### config.mk
export PLATFORM = sky130hd
export DESIGN_NAME = kernel_x_stream_controller
export DESIGN_NICKNAME = d
export VERILOG_FILES = /design/src/rtl/kernel_ctrl_pkg.sv /design/src/rtl/kernel_line_buffer_pair.sv /design/src/rtl/kernel_x_stream_controller.sv
export SDC_FILE = /design/constraint.sdc
export NUM_CORES = 1
export LEC_CHECK = 0
export ABC_AREA = 1
export ABC_CLOCK_PERIOD_IN_PS = 5600
export CORE_ASPECT_RATIO = 0.5
export CORE_MARGIN = 4
export CORE_UTILIZATION = 40
export CTS_CLUSTER_SIZE = 20
export DETAILED_ROUTE_END_ITERATION = 8
export PLACE_DENSITY_LB_ADDON = 0.08
export SYNTH_ARGS = -nofsm -noshare
export SYNTH_HDL_FRONTEND = slang
export SYNTH_HIERARCHICAL = 1
export SYNTH_SLANG_ARGS = --single-unit
export TNS_END_PERCENT = 10
### constraint.sdc
create_clock -name clk -period 5.6 [get_ports clk]
set_input_delay 1.12 -clock clk [delete_from_list [all_inputs] [get_ports clk]]
set_output_delay 1.12 -clock clk [all_outputs]
set_load 0.01 [all_outputs]
### src/rtl/kernel_ctrl_pkg.sv
// kernel_ctrl_pkg: shared widths and controller state encoding for the X kernel stream controller.
package kernel_ctrl_pkg;
    localparam int DATA_W = 8;
    localparam int RES_W  = 9;
    typedef enum logic [2:0] {IDLE, PRIME, RUN, DRAIN, DONE} state_t;
endpackage

### src/rtl/kernel_line_buffer_pair.sv
// kernel_line_buffer_pair: two previous-row buffers sharing one column index; a write shifts new into old.
module kernel_line_buffer_pair
    import kernel_ctrl_pkg::*;
#(
    parameter int MAX_W = 64,
    parameter int AW    = (MAX_W > 1) ? $clog2(MAX_W) : 1
) (
    input  logic              clk,
    input  logic [AW-1:0]     idx,
    input  logic [DATA_W-1:0] din,
    input  logic              wr_en,
    output logic [DATA_W-1:0] old_q,
    output logic [DATA_W-1:0] new_q
);
    logic [DATA_W-1:0] lb_old [MAX_W];
    logic [DATA_W-1:0] lb_new [MAX_W];

    assign old_q = lb_old[idx];
    assign new_q = lb_new[idx];

    always_ff @(posedge clk) begin
        if (wr_en) begin
            lb_old[idx] <= lb_new[idx];
            lb_new[idx] <= din;
        end
    end
endmodule

### src/rtl/kernel_x_stream_controller.sv
// kernel_x_stream_controller: streams 3-row vertical columns to an X kernel cell and forwards its results.
module kernel_x_stream_controller
    import kernel_ctrl_pkg::*;
#(
    parameter int MAX_W        = 64,
    parameter int DRAIN_CYCLES = 8
) (
    input  logic                       clk,
    input  logic                       reset,
    input  logic                       start,
    input  logic [$clog2(MAX_W+1)-1:0] cfg_width,
    input  logic [15:0]                cfg_height,
    output logic                       busy,
    output logic                       done,
    output logic                       err,
    input  logic [DATA_W-1:0]          pix_in,
    input  logic                       pix_in_val,
    output logic                       pix_in_rdy,
    output logic [DATA_W-1:0]          x1,
    output logic [DATA_W-1:0]          x2,
    output logic [DATA_W-1:0]          x3,
    output logic                       x1_val,
    output logic                       x2_val,
    output logic                       x3_val,
    output logic                       new_row,
    input  logic [RES_W-1:0]           result,
    input  logic                       result_val,
    output logic [RES_W-1:0]           out_msg,
    output logic                       out_val,
    output logic [31:0]                res_count
);
    localparam int CW = $clog2(MAX_W + 1);
    localparam int AW = (MAX_W > 1) ? $clog2(MAX_W) : 1;
    localparam int DW = $clog2(DRAIN_CYCLES + 1);

    state_t            state;
    logic [CW-1:0]     w_q, col;
    logic [15:0]       h_q, row;
    logic [DW-1:0]     idle;
    logic [DATA_W-1:0] rd_old, rd_new;
    logic              accept, col_end, last_prime, last_run, cfg_bad;

    assign accept     = pix_in_val & pix_in_rdy;
    assign col_end    = col == w_q - CW'(1);
    assign last_prime = row == 16'd1 && col_end;
    assign last_run   = row == h_q - 16'd1 && col_end;
    assign cfg_bad    = cfg_width == '0 || cfg_width > CW'(MAX_W) || cfg_height < 16'd3;

    kernel_line_buffer_pair #(.MAX_W(MAX_W), .AW(AW)) u_lb (
        .clk   (clk),
        .idx   (col[AW-1:0]),
        .din   (pix_in),
        .wr_en (accept),
        .old_q (rd_old),
        .new_q (rd_new)
    );

    always_ff @(posedge clk or posedge reset) begin
        if (reset) begin
            state      <= IDLE;
            busy       <= 1'b0;
            done       <= 1'b0;
            err        <= 1'b0;
            pix_in_rdy <= 1'b0;
            x1         <= '0;
            x2         <= '0;
            x3         <= '0;
            x1_val     <= 1'b0;
            x2_val     <= 1'b0;
            x3_val     <= 1'b0;
            new_row    <= 1'b0;
            out_msg    <= '0;
            out_val    <= 1'b0;
            res_count  <= '0;
            w_q        <= '0;
            h_q        <= '0;
            col        <= '0;
            row        <= '0;
            idle       <= '0;
        end else begin
            done    <= 1'b0;
            x1_val  <= 1'b0;
            x2_val  <= 1'b0;
            x3_val  <= 1'b0;
            new_row <= 1'b0;
            out_val <= result_val;
            if (result_val) begin
                out_msg   <= result;
                res_count <= res_count + 32'd1;
            end
            case (state)
                IDLE: if (start) begin
                    if (cfg_bad) begin
                        state <= DONE;
                        done  <= 1'b1;
                        err   <= 1'b1;
                    end else begin
                        state      <= PRIME;
                        w_q        <= cfg_width;
                        h_q        <= cfg_height;
                        col        <= '0;
                        row        <= '0;
                        res_count  <= '0;
                        err        <= 1'b0;
                        busy       <= 1'b1;
                        pix_in_rdy <= 1'b1;
                    end
                end
                PRIME, RUN: if (accept) begin
                    col <= col_end ? '0 : col + CW'(1);
                    row <= col_end ? row + 16'd1 : row;
                    if (state == RUN) begin
                        x1      <= rd_old;
                        x2      <= rd_new;
                        x3      <= pix_in;
                        x1_val  <= 1'b1;
                        x2_val  <= 1'b1;
                        x3_val  <= 1'b1;
                        new_row <= col == '0;
                    end
                    if (state == PRIME && last_prime) state <= RUN;
                    if (state == RUN && last_run) begin
                        state      <= DRAIN;
                        pix_in_rdy <= 1'b0;
                        idle       <= '0;
                    end
                end
                DRAIN: begin
                    if (result_val) idle <= '0;
                    else if (idle == DW'(DRAIN_CYCLES - 1)) begin
                        state <= DONE;
                        done  <= 1'b1;
                        busy  <= 1'b0;
                    end else idle <= idle + DW'(1);
                end
                default: state <= IDLE;
            endcase
        end
    end
endmodule

# == After elaboration in Yosys (flattened, before gate mapping) ==
# Memories as Yosys holds them, arrays and structs flattened. A register that Yosys moved wholly into a read port is not among the register bits.
# Index checks and enable logic that the tools add are counted.
# totals
n_memories,2
register_bits,117
mem_bits_ro,0
latch_bits,0
ram_bits,1024
# mem_list
memory,words,width,rd,rd_ports_with_merged_regs,wr,line_no,source
u_lb.lb_new,64,8,1,0,1,kernel_line_buffer_pair.sv:16,logic [DATA_W-1:0] lb_new [MAX_W];
u_lb.lb_old,64,8,1,1,1,kernel_line_buffer_pair.sv:15,logic [DATA_W-1:0] lb_old [MAX_W];
# classes
eq_ne,16
div_mod_pow,0
add_sub_neg,6
n_mux,48
bitwise,2
mul,0
shifts,0
order_cmp,2
reduce_logical,22
# op_table
cell,count
$mux W32,4
$mux W16,4
$add A32 B1 Y32 const B,1
$pmux W16 S2,1
$mux W7,4
$mux W3,7
$reduce_and A5 Y1,4
$mux W1,18
$add A16 B1 Y16 const B,1
$eq A16 B1 Y1 const B,1
$eq A16 B16 Y1,1
$lt A16 B2 Y1 const B,1
$mux W4,4
$sub A16 B1 Y16 const B,1
$logic_not A7 Y1,2
$ne A2 B2 Y1 const B,7
$pmux W7 S2,1
$pmux W3 S3,1
$pmux W4 S2,1
$reduce_and A4 Y1,2
$add A7 B1 Y7 const B,1
$eq A7 B7 Y1,1
$gt A7 B7 Y1 const B,1
$sub A7 B1 Y7 const B,1
other kinds (15),26

# == Depth between registers and ports, before layout ==
# depth
depth_word,8
depth_mapped,18
ltp_nobuf,18

# == Cells and area by module ==
# Netlist, hierarchy kept.
# by_module_without_submodules
mod,cells_per_inst,n_inst,area_per_inst_um2
kernel_line_buffer_pair,4240,1,43210.2
kernel_x_stream_controller,936,1,7026.7

# == Worst setup path after synthesis ==
# OpenSTA, ideal clock, no wires.
# synth_timing
path_kind,input port to flip-flop
startpoint,input pix_in_val
endpoint,"memory u_lb.lb_new[0][0], enable pin"
n_path_buf,1
arrival_time_ns,2.829
setup_time_ns,0.409
path_stages,5
path_slack_ns,2.361
path_cell_list,nand2_1 > inv_1 > clkbuf_1 > nand2_1 > nor3_1
# synth_via
elab_chain_len,3
# synth_rtl
element,line_no,source
start: declaration,kernel_x_stream_controller.sv:17,"input logic pix_in_val,"
$and A1 B1 Y1,kernel_x_stream_controller.sv:43,assign accept = pix_in_val & pix_in_rdy;
net accept,kernel_x_stream_controller.sv:41,"logic accept, col_end, last_prime, last_run, cfg_bad;"
$mux W1,kernel_line_buffer_pair.sv:22,if (wr_en) begin
$mux W1 (not written as such),kernel_line_buffer_pair.sv:24,lb_new[idx] <= din;
end: declaration,kernel_line_buffer_pair.sv:16,
# The timed path passes the listed nets, and every way through them passes these cells.

# == Worst setup path in the final report ==
# layout_timing
startpoint,register col[0]
endpoint,memory u_lb.lb_old[25][6] (data pin)
# layout_via
elab_chain_len,1
# layout_rtl
element,line_no,source
start: declaration,kernel_x_stream_controller.sv:37,"logic [CW-1:0] w_q, col;"
start signal: assignment,kernel_x_stream_controller.sv:110,col <= col_end ? '0 : col + CW'(1);
$mem_v2 Z64 W8,--,
end: declaration,kernel_line_buffer_pair.sv:15,
# No other way between the ends.

==> impl_metrics.csv <==
group,metric,value,unit
layout,nets,5369,
synthesis,yosys.area.top_type,"edfxtp_1",
layout,num-fill-cells,11700,
synthesis,synthesis.nets,5229,
clocking,clock-sinks,1149,
placed_design,gp_congestion,0.849,
floorplan,initial_utilization,40.5,%
floorplan,coreArea,0.124,mm^2
power,power_density,472,mW/mm^2
drt,routed_wl,152000,um
floorplan,dieArea,0.132,mm^2
layout,drive_gt1_share,7.47,%
clocking,cts_tree,"yes",
global_routing,grt_pass1_wl,225000,um
timing,fin_crit,4200,ps
hold_path,hold_class,"flop to flop",
timing,slew-limit-headroom,14.1,%
drt,viasPerCell,5.02,
global_routing,grt-ovfl-total,0,
worst_setup_path,worst_ep_required_time,6030,ps
timing,hold_violations,0,
placed_design,place_inst,6880,
timing,max_freq,238,MHz
drt,firstDrtPassIters,8,
timing,slew_viol_final,0,
power,total_power,27100,uW
drt,drt_iter0_drc,2933,
drt,via_count,35600,
worst_setup_path,start_kind,"flop",
clocking,cts_resized,0,
timing,setup_viol,0,
synthesis,postSynthRegisterBits,1149,
floorplan,die_h,259,um
worst_setup_path,crit_fanout,116,
clocking,post_cts_buffers,0,
global_routing,antenna_found_initial,4,
job,drv_cap,0,
timing,max_slew.worst_pin.slew,1280,ps
layout,multi_input_area,0.0148,mm^2
clocking,clk_pin_slew,60,ps
power,p_leak,0.0241,uW
clocking,root_buffer,"clkbuf_16",
clocking,numCtsBuffers,108,
global_routing,grt_max_degree,142,
layout,layout.area.seq,0.0339,mm^2
drt,drc_errors,0,
synthesis,ys_seq_area_share,67.4,%
global_routing,grt_pass1_vias,34300,
floorplan,die_w,509,um
global_routing,grt_use_total,22.9,%
synthesis,synth.top_cell.area_share,61.2,%
floorplan,rows,91,
timing,grt_setup_unrepaired,"false",
layout,syn_to_final_growth,14.2,%
synthesis,yosysWarnings,6,
timing,clock_skew,33.8,ps
drt,wl_per_cell,21.4,um
worst_setup_path,worstSetupPathType,"flop to flop",
worst_setup_path,arrival,4640,ps
timing,finalCritPeriodShare,75.0,%
timing,fin_hold_ws,469,ps
clocking,postCtsHoldBufs,0,
clocking,clk_path_buf_depth,3,
clocking,clk_latency,730,ps
synthesis,yosysUniqueCellTypes,45,
timing,setup_tns,0,ps
placed_design,port_buffers,118,
placed_design,hpwl,93000,um
drt,detail-route-antenna-nets,0,
layout,final_cells,7086,
worst_setup_path,cp-end-kind,"flop",
floorplan,io_pins,119,
synthesis,synth.area.top_cells,"edfxtp_1 61%, nand2_1 24%, dfrtp_1 6.2%",
status,status,"finished, final reports clean",
synthesis,synth_area_per_cell,9.71,um^2
layout,final_util,46.3,%
synthesis,syn-instance-count,5176,
power,vdd_drop_max,0.302,mV
clocking,ctsHtreeMaxLevel,3,
synthesis,synth_area,0.0502,mm^2
per-layer routing:
| layer | GRT usage, % | up-vias | wire, um | part of all wire [%] |
|---|---|---|---|---|
| met2 | 36.7 | 929 | 69600 | 46 |
| met1 | 33.0 | 17500 | 70300 | 46 |
| met5 | 0 | - | 0 | 0 |
| li1 | - | 17000 | - | - |
| met3 | 3.22 | 195 | 8470 | 5.6 |
| met4 | 5.54 | 0 | 3620 | 2.4 |
path summary, 6_finish.rpt:
path                                        startpoint                            to  slack [ps]  cells after the start
worst max-delay path                col[0]$_DFFE_PP0P_  u_lb/lb_old[25][6]$_DFFE_PP_        1400                     14
worst min-delay path            out_msg[8]$_DFFE_PP0P_        out_msg[8]$_DFFE_PP0P_         470                      2
worst max register to register      col[0]$_DFFE_PP0P_  u_lb/lb_old[25][6]$_DFFE_PP_        1400                     14
worst min register to register  out_msg[8]$_DFFE_PP0P_        out_msg[8]$_DFFE_PP0P_         470                      2
max in group asynchronous                        reset              x3_val$_DFF_PP0_        3680                      3
min in group asynchronous                        reset        out_msg[7]$_DFFE_PP0P_         970                      2
cell families (layout without fill, tap and decap cells):
group	count (synthesis)	count (layout)	share of synthesized area (%)
other cells	0	5	0
xor+xnor	54	54	0.941
compound gates	76	76	0.854
flops	1149	1149	67.4
simple gates	3528	3528	27.3
fa+ha+maj	8	8	0.199
buf+inv	361	592	3.27
cell type report:
type	count	share of cell area, %
Sequential cell	1149	59.1
Multi-Input combinational cell	3666	25.7
Clock buffer	143	5.19
Timing Repair Buffer	264	4.33
Tap cell	1674	3.65
Clock inverter	58	1.12
Inverter	127	0.887
Antenna cell	5	0.0218
worst max-delay path, stage by stage, from the launching register on:
cell and delay (ps):
dfrtp_4 790, inv_8 420, buf_12 360, buf_4 260
nand2_1 70, nand2_1 40, nand2_1 50, nand2_1 60
nand2_1 50, nand2_1 60, nand2_1 60, nand2_1 80
nor2_1 340, nand2_2 580, buf_12 420
through the flow:
step           worst slack (ps)  cell area, um^2
2_1_floorplan              1150            50200
3_3_place_gp               1520            53700
3_5_place_dp               1530            53700
4_1_cts                    1520            57400
5_1_grt                    1230            57400
6_report                   1400            57400
registers in the layout (all words and copies together) (netlist names), 3 cells and up:
register	cells
u_lb/lb_old	512
idle	4
x3	8
res_count	32
u_lb/lb_new	512
x2	8
col	7
row	16
out_msg	9
w_q	7
h_q	16
x1	8
state	3
placed cells by master (no fill, tap or decap), types with 8 or more instances in the layout:
cell and count:
clkbuf_1 22, nor2_2 17, inv_1 106, xor2_1 38, nor2_1 195, xnor2_1 16
buf_2 8, buf_4 126, nor3_1 20, nand2_1 3143, clkinv_1 17, nand2_2 16
nand3_1 68, bufinv_16 13, clkdlybuf4s50_1 110, o21ai_0 33, inv_2 13, ha_1 8
a21oi_1 11, dfrtp_1 122, clkbuf_8 10, nor3_4 8, o21ai_1 15, edfxtp_1 1024
clkbuf_16 110, buf_12 20, nand4_1 23, clkinv_2 19
power by group:
part	internal, uW	switching (uW)	total [uW]	leakage, uW
Clock	4340	3280	7620	0.00178
Combinational	2120	6430	8550	0.0114
Sequential	10600	328	10900	0.0109
Total	17100	10000	27100	0.0241
Yosys cell counts (all sizes together):
cell type  instances
a21oi             11
o22ai              1
o211ai             5
xnor2             16
a21boi             1
nand4             23
nor3b              1
dfrtp            125
xor2              38
edfxtp          1024
nor2             214
nand2           3163
or2               11
buf              153
ha                 8
o21ai             49
nand3b             4
nor3              32
and3               1
a31oi              1
nor4               7
o31ai              7
inv              127
and2               1
a211oi             1
nand3             71
clkbuf            81
No activity file was read; power rests on OpenSTA's default activity.
